[src/rtl/novacore_cfg_loader_pkg.sv]
// Shared definitions for the NovaCORE configuration loader: FSM state
// encoding, payload word-count helper and header field offsets.
package novacore_cfg_pkg;

    typedef enum logic [2:0] {
        ST_IDLE,
        ST_LOAD,
        ST_SETUP,
        ST_HIGH,
        ST_LOW,
        ST_DONE
    } state_e;

    // Header layout: uid at the bottom, dim directly above it, END flag in the MSB.
    localparam int unsigned UID_LSB = 0;

    function automatic int unsigned dim_lsb(input int unsigned uid_w);
        return uid_w;
    endfunction

    function automatic int unsigned end_bit(input int unsigned in_w);
        return in_w - 1;
    endfunction

    // Number of stream words that make up one frame payload.
    function automatic int unsigned calc_nw(input int unsigned bus_w, input int unsigned in_w);
        return (bus_w + in_w - 1) / in_w;
    endfunction

    function automatic int unsigned max_u(input int unsigned a, input int unsigned b);
        return (a > b) ? a : b;
    endfunction

endpackage

[src/rtl/novacore_cfg_loader_if.sv]
// Valid/ready word stream from the bitstream source into the loader.
interface novacore_cfg_loader_if #(
    parameter int unsigned IN_W = 16
) ();
    logic [IN_W-1:0] s_data;
    logic            s_valid;
    logic            s_ready;

    modport master (output s_data, output s_valid, input s_ready);
    modport slave  (input s_data, input s_valid, output s_ready);
endinterface

[src/rtl/novacore_cfg_loader_assembler.sv]
// Collects the payload words of one frame, least-significant word first,
// and presents the assembled BUS_W payload together with the last word.
module novacore_cfg_assembler
    import novacore_cfg_pkg::*;
#(
    parameter int unsigned BUS_W = 82,
    parameter int unsigned IN_W  = 16
) (
    input  logic             clk,
    input  logic             rst,
    input  logic             clr,
    input  logic             word_en,
    input  logic [IN_W-1:0]  word,
    output logic [BUS_W-1:0] payload,
    output logic             full
);

    localparam int unsigned NW        = calc_nw(BUS_W, IN_W);
    localparam int unsigned SR_W      = (NW > 1) ? (NW - 1) * IN_W : IN_W;
    localparam int unsigned LAST_BITS = BUS_W - (NW - 1) * IN_W;
    localparam int unsigned CNT_W     = $clog2(NW + 1);

    generate
        if (NW == 1) begin : g_single
            assign payload = word[BUS_W-1:0];
            assign full    = word_en;
        end else begin : g_multi
            // Only the first NW-1 words are stored; the final word is spliced in
            // combinationally so the frame can be registered on the edge it arrives.
            logic [SR_W-1:0]  sr;
            logic [CNT_W-1:0] cnt;

            assign full    = word_en && (cnt == CNT_W'(NW - 1));
            assign payload = {word[LAST_BITS-1:0], sr};

            // Word counter and shift register, cleared between frames.
            always_ff @(posedge clk) begin
                if (rst || clr) begin
                    sr  <= '0;
                    cnt <= '0;
                end else if (word_en) begin
                    if (full) begin
                        cnt <= '0;
                    end else begin
                        cnt <= cnt + CNT_W'(1);
                        if (NW == 2) begin
                            sr <= word;
                        end else begin
                            sr <= {word, sr[SR_W-1:IN_W]};
                        end
                    end
                end
            end
        end
    endgenerate

endmodule

[src/rtl/novacore_cfg_loader.sv]
// Transmit end of the NovaCORE configuration interface: turns a stream of
// header+payload frames into c_bus/c_uid/c_dimension/c_dimswitch updates with
// one c_clk strobe each, and switches to run mode on an END header.
module novacore_cfg_loader
    import novacore_cfg_pkg::*;
#(
    parameter int unsigned BUS_W  = 82,
    parameter int unsigned UID_W  = 9,
    parameter int unsigned DIM_W  = 2,
    parameter int unsigned IN_W   = 16,
    parameter int unsigned CLK_HI = 2,
    parameter int unsigned CLK_LO = 2
) (
    input  logic                 clk,
    input  logic                 rst,
    input  logic                 cfg_start,
    novacore_cfg_loader_if.slave stream,
    output logic                 mode,
    output logic [BUS_W-1:0]     c_bus,
    output logic [UID_W-1:0]     c_uid,
    output logic                 c_clk,
    output logic [DIM_W-1:0]     c_dimension,
    output logic                 c_dimswitch,
    output logic [15:0]          frame_cnt
);

    localparam int unsigned DIM_LSB = dim_lsb(UID_W);
    localparam int unsigned END_BIT = end_bit(IN_W);
    localparam int unsigned PH_MAX  = max_u(CLK_HI, CLK_LO);
    localparam int unsigned PH_W    = $clog2(PH_MAX + 1);

    state_e           state;
    logic [PH_W-1:0]  phase;
    logic [UID_W-1:0] hdr_uid;
    logic [DIM_W-1:0] hdr_dim;
    logic [DIM_W-1:0] last_dim;
    logic             first_frame;
    logic             accept;
    logic             asm_full;
    logic [BUS_W-1:0] asm_payload;

    assign stream.s_ready = (state == ST_IDLE) || (state == ST_LOAD);
    assign accept         = stream.s_valid && stream.s_ready;

    novacore_cfg_assembler #(
        .BUS_W (BUS_W),
        .IN_W  (IN_W)
    ) u_assembler (
        .clk     (clk),
        .rst     (rst),
        .clr     (state == ST_SETUP),
        .word_en (accept && (state == ST_LOAD)),
        .word    (stream.s_data),
        .payload (asm_payload),
        .full    (asm_full)
    );

    // Frame sequencer with registered fabric-facing outputs.
    always_ff @(posedge clk) begin
        if (rst) begin
            state       <= ST_IDLE;
            phase       <= '0;
            hdr_uid     <= '0;
            hdr_dim     <= '0;
            last_dim    <= '0;
            first_frame <= 1'b1;
            mode        <= 1'b0;
            c_bus       <= '0;
            c_uid       <= '0;
            c_clk       <= 1'b0;
            c_dimension <= '0;
            c_dimswitch <= 1'b0;
            frame_cnt   <= '0;
        end else begin
            case (state)
                ST_IDLE: begin
                    if (accept) begin
                        if (stream.s_data[END_BIT]) begin
                            state       <= ST_DONE;
                            mode        <= 1'b1;
                            c_dimswitch <= 1'b0;
                        end else begin
                            hdr_uid <= stream.s_data[DIM_LSB-1:UID_LSB];
                            hdr_dim <= stream.s_data[DIM_LSB+DIM_W-1:DIM_LSB];
                            state   <= ST_LOAD;
                        end
                    end
                end
                ST_LOAD: begin
                    if (asm_full) begin
                        c_bus       <= asm_payload;
                        c_uid       <= hdr_uid;
                        c_dimension <= hdr_dim;
                        c_dimswitch <= first_frame || (hdr_dim != last_dim);
                        last_dim    <= hdr_dim;
                        first_frame <= 1'b0;
                        state       <= ST_SETUP;
                    end
                end
                ST_SETUP: begin
                    c_clk     <= 1'b1;
                    phase     <= PH_W'(CLK_HI - 1);
                    frame_cnt <= frame_cnt + 16'd1;
                    state     <= ST_HIGH;
                end
                ST_HIGH: begin
                    if (phase == '0) begin
                        c_clk <= 1'b0;
                        phase <= PH_W'(CLK_LO - 1);
                        state <= ST_LOW;
                    end else begin
                        phase <= phase - PH_W'(1);
                    end
                end
                ST_LOW: begin
                    if (phase == '0) begin
                        state <= ST_IDLE;
                    end else begin
                        phase <= phase - PH_W'(1);
                    end
                end
                ST_DONE: begin
                    if (cfg_start) begin
                        mode        <= 1'b0;
                        frame_cnt   <= '0;
                        first_frame <= 1'b1;
                        state       <= ST_IDLE;
                    end
                end
                default: state <= ST_IDLE;
            endcase
        end
    end

endmodule

[src/flat_wrapper.sv]
// flat-port wrapper written by rule: the top's interface ports become plain ports
module novacore_cfg_loader_flat import novacore_cfg_pkg::*;
#(
    parameter int unsigned BUS_W  = 82,
    parameter int unsigned UID_W  = 9,
    parameter int unsigned DIM_W  = 2,
    parameter int unsigned IN_W   = 16,
    parameter int unsigned CLK_HI = 2,
    parameter int unsigned CLK_LO = 2
)
  (clk, rst, cfg_start, mode, c_bus, c_uid, c_clk, c_dimension, c_dimswitch, frame_cnt, stream_s_data, stream_s_valid, stream_s_ready);
  novacore_cfg_loader_if #(.IN_W(IN_W)) stream_i ();
  input  logic clk;
  input  logic rst;
  input  logic cfg_start;
  output logic mode;
  output logic [BUS_W-1:0] c_bus;
  output logic [UID_W-1:0] c_uid;
  output logic c_clk;
  output logic [DIM_W-1:0] c_dimension;
  output logic c_dimswitch;
  output logic [15:0] frame_cnt;
  input wire logic [$bits(stream_i.s_data)-1:0] stream_s_data;
  input wire logic [$bits(stream_i.s_valid)-1:0] stream_s_valid;
  output wire logic [$bits(stream_i.s_ready)-1:0] stream_s_ready;
  assign stream_i.s_data = stream_s_data;
  assign stream_i.s_valid = stream_s_valid;
  assign stream_s_ready = stream_i.s_ready;
  novacore_cfg_loader #(.BUS_W(BUS_W), .UID_W(UID_W), .DIM_W(DIM_W), .IN_W(IN_W), .CLK_HI(CLK_HI), .CLK_LO(CLK_LO)) u_core (.clk(clk), .rst(rst), .cfg_start(cfg_start), .stream(stream_i), .mode(mode), .c_bus(c_bus), .c_uid(c_uid), .c_clk(c_clk), .c_dimension(c_dimension), .c_dimswitch(c_dimswitch), .frame_cnt(frame_cnt));
endmodule
[config.mk]
export PLATFORM = sky130hd
export DESIGN_NAME = novacore_cfg_loader_flat
export DESIGN_NICKNAME = d
export VERILOG_FILES = /design/src/rtl/novacore_cfg_loader_pkg.sv /design/src/rtl/novacore_cfg_loader_if.sv /design/src/rtl/novacore_cfg_loader_assembler.sv /design/src/rtl/novacore_cfg_loader.sv /design/src/flat_wrapper.sv
export SDC_FILE = /design/constraint.sdc
export NUM_CORES = 1
export LEC_CHECK = 0
export ABC_AREA = 1
export ABC_CLOCK_PERIOD_IN_PS = 2100
export CORE_UTILIZATION = 28
export CTS_CLUSTER_SIZE = 8
export DETAILED_ROUTE_END_ITERATION = 7
export GPL_TIMING_DRIVEN = 0
export PLACE_DENSITY = 0.56
export SLEW_MARGIN = 5
export SYNTH_ARGS = -nofsm -noshare
export SYNTH_HDL_FRONTEND = slang
export SYNTH_SLANG_ARGS = --single-unit
[constraint.sdc]
create_clock -name clk -period 2.1 [get_ports clk]
set_input_delay 0.42 -clock clk [delete_from_list [all_inputs] [get_ports clk]]
set_output_delay 0.42 -clock clk [all_outputs]
set_load 0.02 [all_outputs]
==> results.cfg, run 1 <==
[sta]
setup_slack_ps = 86.0
worstMarginPinSlew_ps = 843
finalHoldViolCount = 0
timing.slew.headroom_pct = 43.8
finalSetupViolations = 0
timing.hold.ws_ps = 296
fin_skew_ps = 17.2
grt_setup_unrepaired = no
period_share_pct = 95.9
fmax_mhz = 497
drv_slew = 0
finalCriticalPeriod_ps = 2010

[global_routing]
grt_pass1_wl_um = 35000
grt_overflow = 0
grt_pass1_vias = 6420
antenna_found_initial = 1
grt_max_degree = 15
grt_usage_pct = 15.7

[logic_synthesis]
synth_edf_count = 0
syn_inst = 943
syn_area_um2 = 7730
synth_largest_area_cell = dfxtp_1
yosys.area.top_type_share_pct = 54.9
async_flop_share_pct = 0
ys_types = 30
avgSynthCellArea_um2 = 8.20
ys.warnings.count = 0
synth_flop_cell = dfxtp_1
synth_most_common_cell = dfxtp_1
yosys-top-cells-count = dfxtp_1 (212), o21ai_0 (173), a21oi_1 (168)
synth_seq_cells = 212
yosys-top-cells-area = dfxtp_1 (55%), o21ai_0 (11%), a21oi_1 (11%)
syn-num-nets = 968
seq_area_frac_synth_pct = 54.9

[critical_path]
start_kind = register
worst-setup-path-type = reg2out
cp_max_fo = 6
crit_path_top_delay_cell = clkdlybuf4s50_1
worstPathRequired_ps = 1680
crit_chain = clkdlybuf4s50_1
cpPeakStageDelay_ps = 640
cp_num_buf_inv = 1
cp-end-kind = output pin
crit_family = buffers and inverters
critPathArrivalTime_ps = 1590

[die]
start_util_pct = 28.6
dieArea_um2 = 28300
die_w_um = 168
die_y_um = 168
core-area_um2 = 27000
io_pins = 133
core.rowCount = 60

[route]
drt_iter0_drc = 453
wire_per_inst_um = 15.7
drcViolationCount = 0
wirelength_um = 22700
vias_per_cell = 4.71
vias = 6823
first_pass_iters = 5
antenna_left = 0

[power]
p_total_mw = 10.2
ir_worst_vdd_v = 0.000417
p_per_area_nw_per_um2 = 994
total_leakage_power_nw = 3.82

[placed_design]
dp_slack_ps = -283
dp_hpwl_um = 16600
port_buffers = 131
gp_congestion = 0.810

[clock_tree]
cts_tree = built
clkLatencyLatePin_ps = 540
clock_path_buffers = 3
cts.sinks = 212
path_clk_slew_ps = 50
numCtsBuffers = 30
post_cts_buffers = 0
cts_root_buffer = clkbuf_16
htreeDepth = 1

[status]
status = complete, no violations

[final_layout]
syn_to_final_growth_pct = 32.9
drive_above_1_share_pct = 7.78
final_util_pct = 38.0
fin_nets = 1131

[run]
cap_viol_max_count = 0

[hold_path]
hold_path_class = in2reg
## cells by family after synthesis
group / synth area share [%]
AO/OA/AOI/OAI: 24.2
flip-flops: 54.9
AND/OR/NAND/NOR: 10.6
buffers and inverters: 9.29
adder cells (fa/ha/maj): 0.809
XOR/XNOR: 0.227
## routing by layer
layer | routed length [µm] | vias to the layer above | track usage (%)
li1 | - | 3438 | -
met1 | 10700 | 3161 | 21.6
met2 | 10200 | 184 | 24.9
met3 | 1310 | 40 | 3.08
met4 | 519 | 0 | 4.82
met5 | 0 | - | 0
## final cells by class
cell class,count,area (µm²)
sequential,212,4240
clock inverter,1,30.0
inverter,108,405
tap,341,427
multi-input combinational,561,2770
timing repair buffer,131,1310
clock buffer,31,776
antenna,1,2.50
fill,2859,16800
buffer,62,313
## flip-flops by register name, indices dropped and copies added (netlist names)
name	count
u_core.mode	1
u_core.c_clk	1
u_core.c_uid	9
u_core.c_dimswitch	1
u_core.c_bus	82
u_core.u_assembler.g_multi.sr	80
u_core.state	3
u_core.u_assembler.g_multi.cnt	3
u_core.hdr_dim	2
u_core.frame_cnt	16
u_core.c_dimension	2
u_core.first_frame	1
u_core.hdr_uid	9
u_core.phase	2
## path summary, 6_finish.rpt
kind	startpoint	endpoint	slack (ps)	cells past startpoint
worst max-delay path	u_core.frame_cnt[3]	frame_cnt[3]	90	1
worst min-delay path	rst	u_core.mode	300	2
worst max register to register	u_core.state[2]	u_core.c_bus[15]	250	9
worst min register to register	u_core.u_assembler.g_multi.sr[1]	u_core.c_bus[1]	450	2
## cells in the final DEF (no fill, tap or decap), types with 2 or more instances in the layout
master	count
buf_6	4
o21ai_0	173
a21oi_2	10
nor3_1	5
inv_1	105
dfxtp_1	212
nand2_2	5
nor2_2	2
clkbuf_1	29
a21oi_1	168
buf_2	22
nand4_1	7
o21ai_1	11
nor2_1	71
clkdlybuf4s50_1	130
clkinv_1	2
buf_4	6
nor2_4	2
ha_1	5
nand3_1	30
clkbuf_16	31
nand2_1	64
## power breakdown
| part | switching [mW] | leakage, nW | internal, mW |
|---|---|---|---|
| clock network | 1.64 | 0.396 | 2.67 |
| registers | 0.195 | 1.72 | 4.37 |
| logic | 0.907 | 1.70 | 0.425 |
| total | 2.74 | 3.82 | 7.47 |
## timing repair
action	in CTS	in global routing
gates resized for setup	1	0
endpoints found under the setup margin	1	0
hold buffers	0	0
## stage by stage
stage	area (µm²)	cells	setup TNS [ps]
detailed placement	9470	1415	-8500
finish	10300	1448	0
global route	10300	1448	0
floorplan	7730	943	0
global placement	9470	1415	-11350
CTS	10300	1447	0
(Power assumes the default switching activity.)
==> inputs of run 2 (changes only) <==
- PLACE_DENSITY: 0.56 -> 0.52
==> results.cfg, run 2 (synthesized netlist as in run 1, its figures left out) <==
[critical_path]
crit_family = buffers and inverters
r2r_setup_slack_ps = 240
cpPeakStageDelay_ps = 640
critPathArrivalTime_ps = 1610
cp-end-kind = output pin
crit_path_top_delay_cell = clkdlybuf4s50_1
cp_num_buf_inv = 1
r2r_start = u_core.state[2]
worst-setup-path-type = reg2out
start_kind = register
crit-reg2reg-capture = u_core.u_assembler.g_multi.sr[17]
cp_max_fo = 6
worstPathRequired_ps = 1680
crit_chain = clkdlybuf4s50_1
worstRegToRegCells = 9

[route]
vias_per_cell = 4.66
drcViolationCount = 0
wirelength_um = 22700
first_pass_iters = 4
antenna_left = 0
vias = 6744
drt_iter0_drc = 364
wire_per_inst_um = 15.6

[placed_design]
port_buffers = 131
placed_cells = 1415
gp_congestion = 0.795
dp_hpwl_um = 16600

[power]
pwr-share-comb_pct = 13.1
ir_worst_vdd_v = 0.000706
p_sw_share_pct = 27.4
clkPwrFrac_pct = 41.9
total_leakage_power_nw = 3.82
p_int_mw = 7.37
power_switching_mw = 2.79
p_seq_share_pct = 45.0
p_per_area_nw_per_um2 = 989

[final_layout]
drive_above_1_share_pct = 7.86
reg.largest.list = u_core.c_bus: 82 flops, u_core.u_assembler.g_multi.sr: 80 flops, u_core.frame_cnt: 16 flops
fin_nets = 1131
final_cell_mix = dfxtp_1 (212), o21ai_0 (173), a21oi_1 (168)
largest_reg_flops = 82
final_util_pct = 38.0
syn_to_final_growth_pct = 32.9
instances_no_fill = 1448
antenna_cells = 0
final_common_cell = dfxtp_1
regMostFlops = u_core.c_bus

[global_routing]
grt_usage_pct = 15.9
grt_pass1_vias = 6445
antenna_found_initial = 0
grt_pass1_wl_um = 35300
grt_max_degree = 17
grt_overflow = 0

[clock_tree]
clkLatencyLatePin_ps = 560
cts_root_buffer = clkbuf_16
htreeDepth = 1
hold_buffers = 0
cts_tree = built
numCtsBuffers = 30
clock_path_buffers = 3
path_clk_slew_ps = 50
cts.sinks = 212

[sta]
finalCriticalPeriod_ps = 2030
period_share_pct = 96.5
fin_skew_ps = 20.8
timing.slew.headroom_pct = 45.9
grt_setup_unrepaired = no
timing.hold.ws_ps = 253
finalSetupViolations = 0
finalHoldViolCount = 0
worstMarginPinSlew_ps = 812
fmax_mhz = 493
drv_slew = 0

[hold_path]
hold_path_class = in2reg
hold_path_startpoint = rst
hold_end = u_core.mode
hold_path_depth = 2

[die]
io_pins = 133
die_y_um = 168
dieArea_um2 = 28300
die_w_um = 168
core.rowCount = 60
start_util_pct = 28.6
core-area_um2 = 27000

[status]
status = complete, no violations

[run]
cap_viol_max_count = 0
[run 2: changes by cell type in the layout (fill, tap and decap cells not counted)]
cell       previous run  this run
clkinv_16             0         1
clkbuf_8              0         2
bufinv_16             1         0
clkbuf_16            31        30
diode_2               1         0
[run 2: how the worst max path moves through the flow]
| stage | startpoint | to | cells after the start |
|---|---|---|---|
| after global routing | u_core.frame_cnt[3] | frame_cnt[3] | 1 |
| after floorplan | u_core.state[2] | u_core.u_assembler.g_multi.sr[10] | 9 |
| final | u_core.frame_cnt[3] | frame_cnt[3] | 1 |
| after CTS | u_core.frame_cnt[3] | frame_cnt[3] | 1 |
| after global placement | rst | u_core.c_bus[57] | 6 |
| after detailed placement | rst | u_core.c_bus[57] | 6 |
[run 2: timing repair]
action                     CTS  global route
gates resized for setup      1             0
setup endpoints to repair    1             0
buffers inserted             0             0
[run 2: stage by stage]
stage	power (mW)	TNS [ps]	setup slack, ps	cell area, µm²
final	10.2	0	72.5	10300
after global routing	10.7	0	14.7	10300
after CTS	10.3	0	43.0	10300
after detailed placement	5.99	-7170	-236	9470
after global placement	5.97	-5730	-245	9470
after floorplan	5.51	0	570	7730
[run 2: final cells by class]
cell class / instances / area, µm²
plain buffers: 62 / 313
clock buffers: 32 / 778
clock inverters: 1 / 30.0
fillers: 2785 / 16800
inverters: 108 / 405
multi-input cells: 561 / 2770
flip-flops and latches: 212 / 4240
well taps: 341 / 427
repair buffers: 131 / 1310
[run 2: metal layers]
metal / vias to the layer above / GRT usage (%) / wire [µm]
li1: 3443 / - / -
met1: 3110 / 22.0 / 11000
met2: 150 / 25.4 / 10200
met3: 41 / 2.30 / 1000
met4: 0 / 5.06 / 518
met5: - / 0 / 0
[run 2: power groups by stage]
stage	Clock [mW]	Sequential (mW)	Combinational [mW]
finish	4.26	4.57	1.33
global route	4.54	4.60	1.52
CTS	4.36	4.56	1.34
detailed placement	0	4.64	1.34
global placement	0	4.64	1.33
floorplan	0	4.59	0.920
==> inputs of run 3 (changes only) <==
- ABC_CLOCK_PERIOD_IN_PS: 2100 -> 2600
- SYNTH_HIERARCHICAL: not set -> 1
- clock period: 2.1 -> 2.6 ns (I/O delays scaled with it)
==> results.cfg, run 3 <==
[critical_path]
critPathCapture = u_core/c_bus[66]
worstPathRequired_ps = 3020
start_kind = register
worst-setup-path-type = reg2reg
crit_start = u_core/state[0]
worst_path_most_repeated_cell = inv_2
cp_max_fo = 10
crit-reg2reg-capture = u_core/c_bus[66]
crit_path_top_delay_cell = dfxtp_1
crit_chain = clkbuf_2 -> inv_2 -> nor3_4 -> inv_1 -> nor2_4 -> inv_2 -> nor2_2 -> nand2_4 -> buf_4 -> clkbuf_1 -> o21ai_0 -> nor2_1
cp-end-kind = register
r2r_start = u_core/state[0]
cpPeakStageDelay_ps = 300
r2r_setup_slack_ps = 200
worstRegToRegCells = 12
critPathArrivalTime_ps = 2820

[logic_synthesis]
synth_seq_cells = 212
ys_types = 33
yosys-top-cells-count = nor2_1 (352), dfxtp_1 (212), o21ai_0 (178)
synth_edf_count = 0
syn_inst = 1012
synth_most_common_cell = nor2_1
synth_flop_cell = dfxtp_1
synth_largest_area_cell = dfxtp_1
avgSynthCellArea_um2 = 7.75
yosys-top-cells-area = dfxtp_1 (54%), nor2_1 (17%), o21ai_0 (11%)
yosys.area.top_type_share_pct = 54.1
seq_area_frac_synth_pct = 54.1
ys.warnings.count = 6
async_flop_share_pct = 0
syn-num-nets = 1037
syn_area_um2 = 7840

[die]
io_pins = 133
core.rowCount = 60
core-area_um2 = 27200
dieArea_um2 = 28700
die_y_um = 169
die_w_um = 169
start_util_pct = 28.8

[placed_design]
gp_congestion = 0.827
placed_cells = 1516
port_buffers = 132
dp_slack_ps = -449
dp_hpwl_um = 16600
dpl_cell_area_um2 = 9630

[sta]
finalCriticalPeriod_ps = 2400
fin_skew_ps = 8.45
grt_setup_unrepaired = no
fin_tns_setup_ps = 0
period_share_pct = 92.4
worstMarginPinSlew_ps = 556
fmax_mhz = 416
setup_slack_ps = 197
drv_slew = 0
finalHoldViolCount = 0
finalSetupViolations = 0
timing.slew.headroom_pct = 62.9

[clock_tree]
cts_root_buffer = clkbuf_16
path_clk_slew_ps = 50
cts-resized-gates = 3
clkLatencyLatePin_ps = 530
htreeDepth = 1
numCtsBuffers = 30
hold_buffers = 0
post_cts_buffers = 0
clock_path_buffers = 3
cts.sinks = 212
cts_tree = built

[final_layout]
fin_nets = 1201
drive_above_1_share_pct = 6.37
regMostFlops = u_core/c_bus
final_common_cell = nor2_1
final_cell_mix = nor2_1 (350), dfxtp_1 (212), o21ai_0 (171)
reg.largest.list = u_core/c_bus: 82 flops, u_core/u_assembler/g_multi.sr: 80 flops, u_core/frame_cnt: 16 flops
syn_to_final_growth_pct = 33.1
largest_reg_flops = 82
instances_no_fill = 1549
num-fill-cells = 2911
antenna_cells = 0
final_area_um2 = 10400

[power]
ir_worst_vdd_v = 0.000568
p_total_mw = 9.04
total_leakage_power_nw = 3.88
p_per_area_nw_per_um2 = 866

[route]
wire_per_inst_um = 14.3
vias = 6953
antenna_left = 0
vias_per_cell = 4.49
first_pass_iters = 6
drt_iter0_drc = 417
wirelength_um = 22200
drcViolationCount = 0

[global_routing]
grt_usage_pct = 15.6
grt_pass1_wl_um = 35200
antenna_found_initial = 0
grt_pass1_vias = 6587
grt_overflow = 0
grt_max_degree = 16

[status]
status = complete, no violations

[hold_path]
hold_path_class = reg2reg

[run]
cap_viol_max_count = 0
==> run 3: cell count changes after synthesis, moves of 3 or more <==
cell,delta
nand2_1,-16
o21ai_0,+5
nor2_1,+281
o21ai_1,+9
clkbuf_1,+4
clkbuf_2,+4
inv_1,-60
a21oi_2,-10
buf_4,+7
buf_2,-18
nand3_1,-13
nand2_2,-3
buf_6,+5
a21oi_1,-129
==> run 3: cells by family after synthesis <==
| family | count (synthesis) | synth area share, % |
|---|---|---|
| buffers and inverters | 112 | 6.97 |
| XOR/XNOR | 1 | 0.112 |
| AO/OA/AOI/OAI | 242 | 15.7 |
| flip-flops | 212 | 54.1 |
| adder cells (fa/ha/maj) | 5 | 0.798 |
| AND/OR/NAND/NOR | 440 | 22.3 |
==> run 3: how the worst min path moves through the flow <==
stage          depth (start not counted)            endpoint                from  slack (ps)
2_1_floorplan                          2  u_core/first_frame  u_core/first_frame         420
3_3_place_gp                           2     u_core/c_uid[0]   u_core/hdr_uid[0]         440
3_5_place_dp                           2     u_core/c_uid[0]   u_core/hdr_uid[0]         450
4_1_cts                                2     u_core/c_uid[0]   u_core/hdr_uid[0]         460
5_1_grt                                2   u_core/hdr_uid[3]   u_core/hdr_uid[3]         480
6_report                               2   u_core/hdr_uid[0]   u_core/hdr_uid[0]         460
==> run 3: critical path: cells and delay by family (launching register included) <==
| family | cells | cell delay (ps) |
|---|---|---|
| flops | 1 | 300 |
| compound gates | 1 | 240 |
| buf+inv | 6 | 940 |
| simple gates | 5 | 800 |
==> run 3: layer usage <==
layer / wire length (µm) / share of wire (%) / global-route usage (%) / up-vias
met5: 0 / 0 / 0 / -
met4: 467 / 2.1 / 4.39 / 0
met3: 1290 / 5.8 / 3.15 / 35
met2: 9860 / 44 / 25.2 / 168
met1: 10600 / 48 / 20.9 / 3158
li1: - / - / - / 3592
==> run 3: stage by stage <==
| step | utilization, % | hold WS [ps] |
|---|---|---|
| floorplan | - | 420 |
| finish | 38.4 | 455 |
| global route | 38.4 | 482 |
| detailed placement | 35.4 | 446 |
| global placement | 35.4 | 444 |
| CTS | 38.4 | 455 |
==> run 3: power breakdown <==
group	switching [mW]	internal, mW
logic	1.07	0.631
clock network	1.30	2.07
registers	0.313	3.66
==> run 3: cell type report <==
| cell class | instances | area [µm²] | share of cell area, % |
|---|---|---|---|
| plain buffers | 63 | 365 | 3.50 |
| clock buffers | 32 | 778 | 7.46 |
| clock inverters | 1 | 16.3 | 0.156 |
| inverters | 49 | 184 | 1.76 |
| multi-input cells | 688 | 3060 | 29.4 |
| flip-flops and latches | 212 | 4240 | 40.7 |
| well taps | 372 | 465 | 4.46 |
| repair buffers | 132 | 1320 | 12.7 |
